$ cat config.mk
export PLATFORM = sky130hd
export DESIGN_NAME = alu_add
export DESIGN_NICKNAME = d
export VERILOG_FILES = /design/src/rtl/alu_add_pkg.sv /design/src/rtl/alu_add_cells.sv /design/src/rtl/alu_add.sv
export SDC_FILE = /design/constraint.sdc
export NUM_CORES = 1
export LEC_CHECK = 0
export CAP_MARGIN = 30
export CORE_MARGIN = 5
export CORE_UTILIZATION = 38
export DETAILED_ROUTE_END_ITERATION = 10
export GPL_ROUTABILITY_DRIVEN = 0
export PLACE_DENSITY = 0.86
export SLEW_MARGIN = 30
export SYNTH_ARGS = -nofsm -noshare
export SYNTH_HDL_FRONTEND = slang
export SYNTH_SLANG_ARGS = --single-unit
$ cat constraint.sdc
create_clock -name clk -period 21.5 [get_ports clk]
set_input_delay 2.15 -clock clk [delete_from_list [all_inputs] [get_ports clk]]
set_output_delay 2.15 -clock clk [all_outputs]
set_load 0.005 [all_outputs]
$ cat src/rtl/alu_add_pkg.sv
// Shared ALU package: default datapath width.
// Imported by the adder cells and the alu_add top.
package alu_add_pkg;

  localparam int BUS_WIDTH_DEF = 16;

endpackage

$ cat src/rtl/alu_add_cells.sv
// Adder cells for the ripple-carry chain.
// Ports are output-first: (sum, carry, x, y[, z]).
module half_adder_cell (
  output logic sum,
  output logic carry,
  input  logic x,
  input  logic y
);

  assign sum   = x ^ y;
  assign carry = x & y;

endmodule

module full_adder_cell (
  output logic sum,
  output logic carry,
  input  logic x,
  input  logic y,
  input  logic z
);

  logic s0;
  logic c0;
  logic c1;

  half_adder_cell u_ha0 (
    .sum   (s0),
    .carry (c0),
    .x     (x),
    .y     (y)
  );

  half_adder_cell u_ha1 (
    .sum   (sum),
    .carry (c1),
    .x     (s0),
    .y     (z)
  );

  // The two half-adder carries can never both be high,
  // so OR gives the majority of x, y, z.
  assign carry = c0 | c1;

endmodule

$ cat src/rtl/alu_add.sv
// Registered unsigned ripple-carry adder (BUS_WIDTH >= 2).
// Ports: clk, rst (sync, high), a, b -> sum, carry (1-cycle latency).
module alu_add
  import alu_add_pkg::*;
#(
  parameter int BUS_WIDTH = BUS_WIDTH_DEF
) (
  input  logic                 clk,
  input  logic                 rst,
  input  logic [BUS_WIDTH-1:0] a,
  input  logic [BUS_WIDTH-1:0] b,
  output logic                 carry,
  output logic [BUS_WIDTH-1:0] sum
);

  logic [BUS_WIDTH-1:0] s;
  // c[i] is the carry into bit i; c[BUS_WIDTH] is carry-out.
  logic [BUS_WIDTH:1]   c;

  half_adder_cell u_ha (
    .sum   (s[0]),
    .carry (c[1]),
    .x     (a[0]),
    .y     (b[0])
  );

  for (genvar i = 1; i < BUS_WIDTH; i++) begin : g_fa
    full_adder_cell u_fa (
      .sum   (s[i]),
      .carry (c[i+1]),
      .x     (a[i]),
      .y     (b[i]),
      .z     (c[i])
    );
  end

  always_ff @(posedge clk) begin
    if (rst) begin
      sum   <= '0;
      carry <= 1'b0;
    end else begin
      sum   <= s;
      carry <= c[BUS_WIDTH];
    end
  end

endmodule

## Yosys cells after proc, flatten, opt, wreduce, memory -nomap -nowiden

Cells that the tools add are included.

- Bits in registers: 17
- Input bits: 34
- Output and inout bits: 17
- Word-level logic and storage cells: 79

- Bitwise operators: 77

Operator list:

| operator | count |
|---|---|
| 1-bit bitwise AND | 31 |
| 1-bit bitwise XOR | 31 |
| 1-bit bitwise OR | 15 |

## Depth between registers and ports, before layout

- Depth in word-level cells: 31
- Mapped depth: 18
- Gate-level depth less buffers: 18

## Hierarchy

From an unflattened synthesis, not the netlist that was laid out.

- Cells, all modules: 81
- Area total of the unflattened synthesis: 957.2 µm²

By module, submodules not included:

| module | times used | cells each | area an instance (µm²) | seq. area each (µm²) |
|---|---|---|---|---|
| alu_add | 1 | 35 | 475.5 | 340.3 |
| half_adder_cell | 31 | 1 | 12.5 | 0.0 |
| full_adder_cell | 15 | 1 | 6.3 | 0.0 |

## Worst setup path after synthesis

Ideal clock, no wire load.

- Kind: input-to-reg
- Start: input port a[0]
- End: register sum[15]
- Setup time: 0.064 ns
- Arrival time: 8.154 ns
- Required time: 21.436 ns
- Setup slack: 13.282 ns
- Stages: 18
- Path buffers: 0
- Cells stage by stage: ha_1 fa_1 fa_1 fa_1 fa_1 fa_1 fa_1 fa_1 fa_1 fa_1 fa_1 fa_1 fa_1 fa_1 fa_1 inv_1 fa_1 nor2_1

- Cells in the longest elaborated chain, start to end: 30

RTL lines:

| element | line | source |
|---|---|---|
| start: declaration | alu_add.sv:10 | `input logic [BUS_WIDTH-1:0] a,` |
| 1-bit bitwise AND (2 in series) | alu_add_cells.sv:11 | `assign carry = x & y;` |
| 1-bit bitwise OR | alu_add_cells.sv:43 | `assign carry = c0 \| c1;` |
| 1-bit bitwise AND | alu_add_cells.sv:11 |  |
| 1-bit bitwise OR | alu_add_cells.sv:43 |  |
| 1-bit bitwise AND | alu_add_cells.sv:11 |  |
| 1-bit bitwise OR | alu_add_cells.sv:43 |  |
| 1-bit bitwise AND | alu_add_cells.sv:11 |  |
| 1-bit bitwise OR | alu_add_cells.sv:43 |  |
| (+13 left out) | - |  |
| 1-bit bitwise OR | alu_add_cells.sv:43 |  |
| 1-bit bitwise AND | alu_add_cells.sv:11 |  |
| 1-bit bitwise OR | alu_add_cells.sv:43 |  |
| 1-bit bitwise AND | alu_add_cells.sv:11 |  |
| 1-bit bitwise OR | alu_add_cells.sv:43 |  |
| 1-bit bitwise AND | alu_add_cells.sv:11 |  |
| 1-bit bitwise OR | alu_add_cells.sv:43 |  |
| 1-bit bitwise XOR | alu_add_cells.sv:10 | `assign sum = x ^ y;` |
| end signal: assignment | alu_add.sv:42 | `sum <= s;` |
| end: declaration | alu_add.sv:13 | `output logic [BUS_WIDTH-1:0] sum` |

No other way between the ends.
A chain may end at the register's enable or synchronous reset.

## Final worst setup path

Ends and elaborated chain as after synthesis.

==> summary.md <==
| Metric | Value |
|---|---|
| Status | complete, no violations |
| Slew headroom | 0.635 |
| Netlist cell types | 8 |
| Yosys top cell area share | 0.428 |
| Post-place instance area | approximately 0.0013 mm² |
| Hold crit path type | primary input to flip-flop |
| Global Route Usage Sum | 0.121 |
| CP arrival | between 8000 and 9000 ps |
| Overflow after GRT | 0 |
| Post-synthesis register bit count | 17 |
| Unrepaired setup endpoints after global routing | no |
| Fin. max-slew vios | 0 |
| DIE AREA | approximately 0.0031 mm² |
| Pin count of the biggest net entering global routing | 18 |
| Number of max-cap violations | 0 |
| Syn_area_per_cell | approximately 15 µm² |
| Initial antenna violation count | 0 |
| Dpl ws | about 13,000 ps |
| YS warnings | 0 |
| Core area | between 0.0015 and 0.002 mm² |
| Post-Syn Area | approximately 790 µm² |
| Syn_nets | approximately 100 |
| Post-Synth Adder-Cell Area | 0.394 |
| Final HPWL DP | 1470 µm |
| Final antenna-violating net count | 0 |
| Final worst slack | between 10,000 and 15,000 ps |
| Port Buffers | 50 |
| Placed cell count | 130 |
| Synth area leader | dfxtp_1 |
| TritonCTS clock tree | built |
| Die Span X | 55.7 µm |
| H-tree depth | 1 |
| CP Class | primary input to flip-flop |
| Pwr dens | about 57 mW/mm² |
| Final hold vios | 0 |
| Initial Util | 0.401 |
| Via Count | about 560 |
| Synth Instances | 54 |
| FP Rows | 16 |
| Critical Path RT | between 20,000 and 25,000 ps |
| Synth Area in XOR/XNOR | 0 |
| Leading post-synthesis cells by cell area | dfxtp_1 43%, fa_1 38%, and2b_2 7.7%, nor2b_1 6.3%, ha_1 1.6% |
| Top Ports | 51 |
| Worst-Margin Slew | roughly 550 ps |
| First-pass GRT wire length | about 2900 µm |
| Vias in the first global route | between 600 and 700 |
| Fin crit share | 0.399 |
| Area delta synth->final | 69.1% |
| Design area | between 0.001 and 0.0015 mm² |
| Final WL | 1690 µm |
| Final std cells w/o fill | roughly 130 |
| Inserted Diodes | 0 |
| Number of setup violations in the final report | 0 |
| DRT iter0 DRCs | 6 |
| Compound-cell area share of the yosys netlist | 0 |
| Total leakage power | 0.539 nW |
| Layout cells sized above 1 | 0.0935 |
| Setup TNS | 0 ps |
| Largest family of logic cells by synthesized area | adder cells |
| Clock root cell | clkbuf_4 |
| Post-Synth Simple-Gate Area | 0.150 |
| Final #Nets | roughly 160 |
| Crit-path max FO | 1 |
| Clock Sinks | 17 |
| Max clock buf depth | 2 |
| CTS resizes | 0 |
| CTS buffer count | 3 |
| Routed WL per cell | ~13 µm |
| Fin crit period | between 8000 and 9000 ps |
| Clk slew on worst S/H paths | about 90 ps |
| Hold buffer count at CTS | 0 |
| Post-CTS Repair Setup Buffers | 0 |
| CP endpoint kind | flip-flop |
| Fmax | roughly 120 MHz |
| Die H | 55.7 µm |
| Mux share of post-synthesis cell area | 0 |
| Initial DRT Pass Iterations | 2 |
| CP startpoint kind | primary input |
| DRC viols | 0 |
| VDD IR max | 0.0000294 V |
| Vias/cell | around 4.2 |
| Sequential area share after synthesis | 0.428 |
==> placed cells by master (no fill, tap or decap) <==
master and count:
clkbuf_4 3, and2b_2 7, clkbuf_1 1, nor2b_1 8
fa_1 15, clkdlybuf4s50_1 50, nor2_1 2, inv_1 3
ha_1 1, dfxtp_1 17
==> cells in the mapped netlist <==
| cell | count |
|---|---|
| and2b_2 | 7 |
| buf_6 | 1 |
| dfxtp_1 | 17 |
| fa_1 | 15 |
| ha_1 | 1 |
| inv_1 | 3 |
| nor2_1 | 2 |
| nor2b_1 | 8 |
==> registers in the layout (all words and copies together), names as in the netlist <==
name,count
sum,16
carry,1
==> where the power goes <==
part           internal (mW)  switching, mW  total (mW)
Combinational         0.0167        0.00739      0.0241
Clock                0.00719        0.00906      0.0162
Sequential            0.0354       0.000896      0.0363
==> final timing paths <==
kind | startpoint | endpoint | depth (start not counted)
max | a[0] | sum[15]$_SDFF_PP0_ | 19
min | b[15] | sum[15]$_SDFF_PP0_ | 4
==> per-stage QoR <==
stage / util / hold slack [ps] / power [mW]
floorplan: - / 2340 / 0.0451
global placement: 0.665 / 2850 / 0.0607
detailed placement: 0.665 / 2850 / 0.0618
CTS: 0.678 / 2560 / 0.0783
global route: 0.678 / 2600 / 0.0820
finish: 0.678 / 2560 / 0.0766
==> kinds of logic after synthesis <==
logic type / after synthesis
adders and majority gates: 16
DFF: 17
buffers and inverters: 4
and+or+nand+nor: 17
==> worst max-delay path: stages <==
cell             delay (ps)
clkdlybuf4s50_1         400
ha_1                    210
fa_1                    380
fa_1                    390
fa_1                    410
fa_1                    400
fa_1                    410
fa_1                    390
fa_1                    380
fa_1                    380
fa_1                    380
fa_1                    390
fa_1                    390
fa_1                    400
fa_1                    390
fa_1                    360
inv_1                    80
fa_1                    400
nor2_1                   80
==> metal layers <==
layer / routed length (µm) / GRT usage
met1: 615 / 0.128
met2: 877 / 0.211
met3: 183 / 0.0464
met4: 11 / 0.0521
met5: 0 / 0
==> final cells by class <==
type	count	area, µm²
Fill cell	150	638
Timing Repair Buffer	50	500
Multi-Input combinational cell	33	432
Sequential cell	17	340
Tap cell	27	33.8
Clock buffer	4	26.3
Inverter	3	11.3
(Power assumes the default switching activity.)
==> patch 1, RTL diff (same flow settings) <==
Make the reset (`rst`) asynchronous in one clocked block.
--- a/src/rtl/alu_add.sv
+++ b/src/rtl/alu_add.sv
@@ -34,7 +34,7 @@
     );
   end
 
-  always_ff @(posedge clk) begin
+  always_ff @(posedge clk or posedge rst) begin
     if (rst) begin
       sum   <= '0;
       carry <= 1'b0;
Behaviour: differs if rst is asserted again (counterexample within 4 cycles, from zero or initial values and one cycle with rst high); with rst held inactive, the same outputs for 10 cycles.
==> patch 1 against the unedited design <==
Wire length fell by 15%; core utilization rose by 0.24 points; non-clock buffer count did not move; synthesized area fell by 4.3%; sequential cell count did not move; setup slack improved by 0.036 ns; total power rose by 7.3%; design area fell by 1.7%; hold slack got worse by 0.33 ns; critical path type unchanged; largest power group unchanged.
==> patch 1: results (changes against the unedited design) <==
result of the run - finished, final reports clean (unchanged)
number of enable-type register cells in the synthesized netlist - 0 (unchanged)
sequential cell area fraction in the yosys report - 0.559 (was 0.428)
DP Area - 1290 um^2 (was 1320 um^2)
number of buffers created by CTS - 3 (unchanged)
count of routing violations after the opening detailed-route iteration - 0 (was 6)
prevailing post-synth register cell - dfrtp_1 (was dfxtp_1)
detailed-route via count - 490 (was 558)
Worst Path Max Fanout - 1 (unchanged)
warning count from the yosys run - 0 (unchanged)
largest registers - sum x16, carry x1 (unchanged)
maximum number of pins on one net before global-route repair - 18 (unchanged)
master cell of the clock root buffer - clkbuf_4 (unchanged)
Post-DP HPWL - 1280 um (was 1470 um)
Synth top cells by count - dfrtp_1 (17), fa_1 (15), inv_1 (6) (was dfxtp_1 (17), fa_1 (15), nor2b_1 (8))
Max VDD drop - 0.0390 mV (was 0.0294 mV)
FFs w/ async S/R, synth - 1.00 (was 0)
Area contributors post-synth - dfrtp_1 (56%), fa_1 (39%), inv_1 (3.0%) (was dfxtp_1 (43%), fa_1 (38%), and2b_2 (7.7%))
number of port buffers - 50 (unchanged)
wire length of the first global-routing pass - 2180 um (was 2880 um)
# diodes - 0 (unchanged)
Hold Crit Class - in2async (was in2reg)
All-Layer GR Usage - 0.110 (was 0.121)
vias in the first global route - 559 (was 642)
first-pass iteration count of the detailed router - 1 (was 2)
post-CTS clock slew at the launch and capture registers of the worst setup and hold paths - 0.10 ns
number of buffers on the longest clock path - 2 (unchanged)
tightest slew margin relative to the limit - 0.576 (was 0.635)
max-cap violation count - 0 (unchanged)
share of layout cells above drive strength 1 - 0.0323 (was 0.0935)
Resized cells post-CTS - 0 (unchanged)
post-synth net total - 89 (was 104)
Routed WL per cell - 11.9 um (was 12.6 um)
depth of the CTS H-tree - 1 (unchanged)
synth unique cells - 4 (was 8)
critical setup path kind - in2reg (unchanged)
layout net count - 144 (was 158)
leakage - 0.559 nW (was 0.539 nW)
patch 1: cell families (layout without fill, tap and decap cells):
| family | Yosys count | after routing | share of synthesized area |
|---|---|---|---|
| DFF | 17 | 17 | 0.559 |
| adders and majority gates | 16 | 16 | 0.411 |
| buffers and inverters | 6 | 60 | 0.0296 |
patch 1: final timing paths:
path / cells past startpoint / endpoint / from / slack, ns
max: 19 / sum[15] / a[0] / 12.96
min: 2 / sum[13] / rst / 2.23
max in group asynchronous: 2 / sum[2] / rst / 18.85
min in group clk: 2 / sum[0] / b[0] / 2.47
patch 1: metrics by stage:
stage,setup WS (ns),hold slack [ns],total power [mW],std cells,util
3_5_place_dp,12.63,2.58,0.0669,116,0.667
5_1_grt,12.76,2.30,0.0884,120,0.680
2_1_floorplan,13.31,2.08,0.0460,39,-
4_1_cts,12.94,2.26,0.0840,120,0.680
3_3_place_gp,12.72,2.56,0.0659,116,0.667
6_report,12.96,2.23,0.0822,120,0.680
patch 1: report_power, final:
| part | internal, mW | switching, mW |
|---|---|---|
| clock network | 0.00720 | 0.00963 |
| logic | 0.0181 | 0.00820 |
| registers | 0.0377 | 0.00135 |
patch 1: worst max-delay path: stages:
cell and delay [ns]:
clkdlybuf4s50_1 0.41, ha_1 0.22, fa_1 0.38, fa_1 0.39, fa_1 0.39, fa_1 0.40, fa_1 0.39, fa_1 0.40
fa_1 0.39, fa_1 0.38, fa_1 0.39, fa_1 0.40, fa_1 0.40, fa_1 0.39, fa_1 0.39, fa_1 0.36
inv_1 0.07, fa_1 0.40, inv_1 0.06
patch 1: area by class of cell:
class	count	area, um^2
multi-input combinational	16	313
tap	27	33.8
sequential	17	425
fill	158	621
timing repair buffer	50	500
inverter	6	22.5
clock buffer	4	26.3
patch 1: layer usage:
metal	track usage	up-vias	share of wire
met2	0.201	27	0.57
met5	0	-	0
met1	0.0954	242	0.28
li1	-	221	-
met3	0.0545	0	0.14
met4	0.0622	0	0
==> patch 2, RTL diff (config.mk and constraints unchanged) <==
Without the edit above. Set the package constant `BUS_WIDTH_DEF` to 32 (it was 16).
--- a/src/rtl/alu_add_pkg.sv
+++ b/src/rtl/alu_add_pkg.sv
@@ -2,7 +2,7 @@
 // Imported by the adder cells and the alu_add top.
 package alu_add_pkg;
 
-  localparam int BUS_WIDTH_DEF = 16;
+  localparam int BUS_WIDTH_DEF = 32;
 
 endpackage
 
Ports: changed (resized a, b and sum); port bits go from 51 to 99. No check against the original RTL was run, so the function may have changed too.
==> patch 2 against the unedited design <==
Hold slack got worse by 0.20 ns; synthesized area rose by 92%; setup slack got worse by 6.3 ns; sequential cell count rose by 16; maximum frequency fell by 42%; total power rose by 110%; wire length rose by 96%; design area rose by 96%.
==> patch 2: results (changes against the unedited design) <==
result of the run - finished, final reports clean (unchanged)
first-pass iteration count of the detailed router - 3 (was 2)
number of nets still failing antenna checks after routing - 0 (unchanged)
All-Layer GR Usage - 0.133 (was 0.121)
post-CTS repair timing setup buffer count - 0 (unchanged)
share of layout cells above drive strength 1 - 0.0340 (was 0.0935)
Hold Crit Class - in2reg (unchanged)
tightest slew margin relative to the limit - 0.622 (was 0.635)
number of buffers created by CTS - 5 (was 3)
Synth top cells by count - dfxtp_1 (33), fa_1 (31), nor2b_1 (31) (was dfxtp_1 (17), fa_1 (15), nor2b_1 (8))
P_sw - 0.0355 mW (was 0.0173 mW)
depth of the CTS H-tree - 2 (was 1)
largest registers - sum x32, carry x1 (was sum x16, carry x1)
Total Routed Length - 3300 um (was 1690 um)
number of buffers on the longest clock path - 2 (unchanged)
layout net count - 304 (was 158)
post-CTS clock slew at the launch and capture registers of the worst setup and hold paths - 0.06 ns (was 0.09 ns)
detailed-route via count - 1073 (was 558)
fill cell count - 306 (was 150)
master cell of the clock root buffer - clkbuf_8 (was clkbuf_4)
sequential cell area fraction in the yosys report - 0.432 (was 0.428)
synth unique cells - 7 (was 8)
Arrival @ worst endpoint - 15.05 ns (was 8.79 ns)
Area contributors post-synth - dfxtp_1 (43%), fa_1 (41%), nor2b_1 (13%) (was dfxtp_1 (43%), fa_1 (38%), and2b_2 (7.7%))
core area - 3940 um^2 (was 1980 um^2)
antenna violations before repair - 0 (unchanged)
CP max stage delay - 0.42 ns
leakage - 1.02 nW (was 0.539 nW)
slowest stage cell, crit path - fa_1 (unchanged)
FFs w/ async S/R, synth - 0 (unchanged)
number of port buffers - 98 (was 50)
prevailing post-synth register cell - dfxtp_1 (unchanged)
maximum number of pins on one net before global-route repair - 34 (was 18)
vias in the first global route - 1219 (was 642)
Resized cells post-CTS - 0 (unchanged)
Max VDD drop - 0.0384 mV (was 0.0294 mV)
warning count from the yosys run - 0 (unchanged)
post-synth net total - 202 (was 104)
count of routing violations after the opening detailed-route iteration - 13 (was 6)
Worst Path Max Fanout - 1 (unchanged)
# diodes - 0 (unchanged)
wire length of the first global-routing pass - 5310 um (was 2880 um)
Post-DP HPWL - 2930 um (was 1470 um)
[patch 2: changes by cell type after synthesis, sizes merged]
| cell | delta |
|---|---|
| dfxtp | +16 |
| and2b | -7 |
| fa | +16 |
| nor2b | +23 |
| buf | +2 |
[patch 2: cell families (layout without fill, tap and decap cells)]
kind of cell               count (synthesis)  in the layout  share of synthesized area
buffers and inverters                      6            108                     0.0221
adders and majority gates                 32             32                      0.414
DFF                                       33             33                      0.432
and+or+nand+nor                           33             33                      0.132
[patch 2: critical path, delay by kind of cell]
family                   cells  cell delay (ns)
adder cells (fa/ha/maj)     32            12.32
AND/OR/NAND/NOR              1             0.08
buffers and inverters        2             0.47
[patch 2: power groups by stage]
| stage | registers (mW) | clock network, mW | logic, mW |
|---|---|---|---|
| floorplan | 0.0736 | 0 | 0.0146 |
| finish | 0.0709 | 0.0441 | 0.0478 |
| global route | 0.0718 | 0.0496 | 0.0541 |
| detailed placement | 0.0723 | 0 | 0.0489 |
| global placement | 0.0721 | 0 | 0.0484 |
| CTS | 0.0710 | 0.0461 | 0.0491 |
[patch 2: path summary, 6_finish.rpt]
check             start      end  slack [ns]  depth (start not counted)
setup / recovery   a[0]  sum[31]        6.65                         35
hold / removal      rst  sum[31]        2.37                          2
[patch 2: layout make-up]
class	count	area share
Clock buffer	7	0.0328
Multi-Input combinational cell	65	0.317
Tap cell	50	0.0238
Sequential cell	33	0.251
Inverter	3	0.00428
Timing Repair Buffer	98	0.371
[patch 2: routing by layer]
metal	global-route usage	part of all wire	up-vias
met5	0	0	-
met4	0.0362	0.010	0
met3	0.0807	0.15	5
met2	0.238	0.54	58
met1	0.127	0.30	500
li1	-	-	510
[patch 2: stage by stage]
stage               instances  cell area (um^2)  setup WS (ns)
floorplan                 104              1530           7.21
global placement          249              2550           6.42
detailed placement        249              2540           6.33
CTS                       256              2630           6.61
global route              256              2630           6.22
finish                    256              2630           6.65
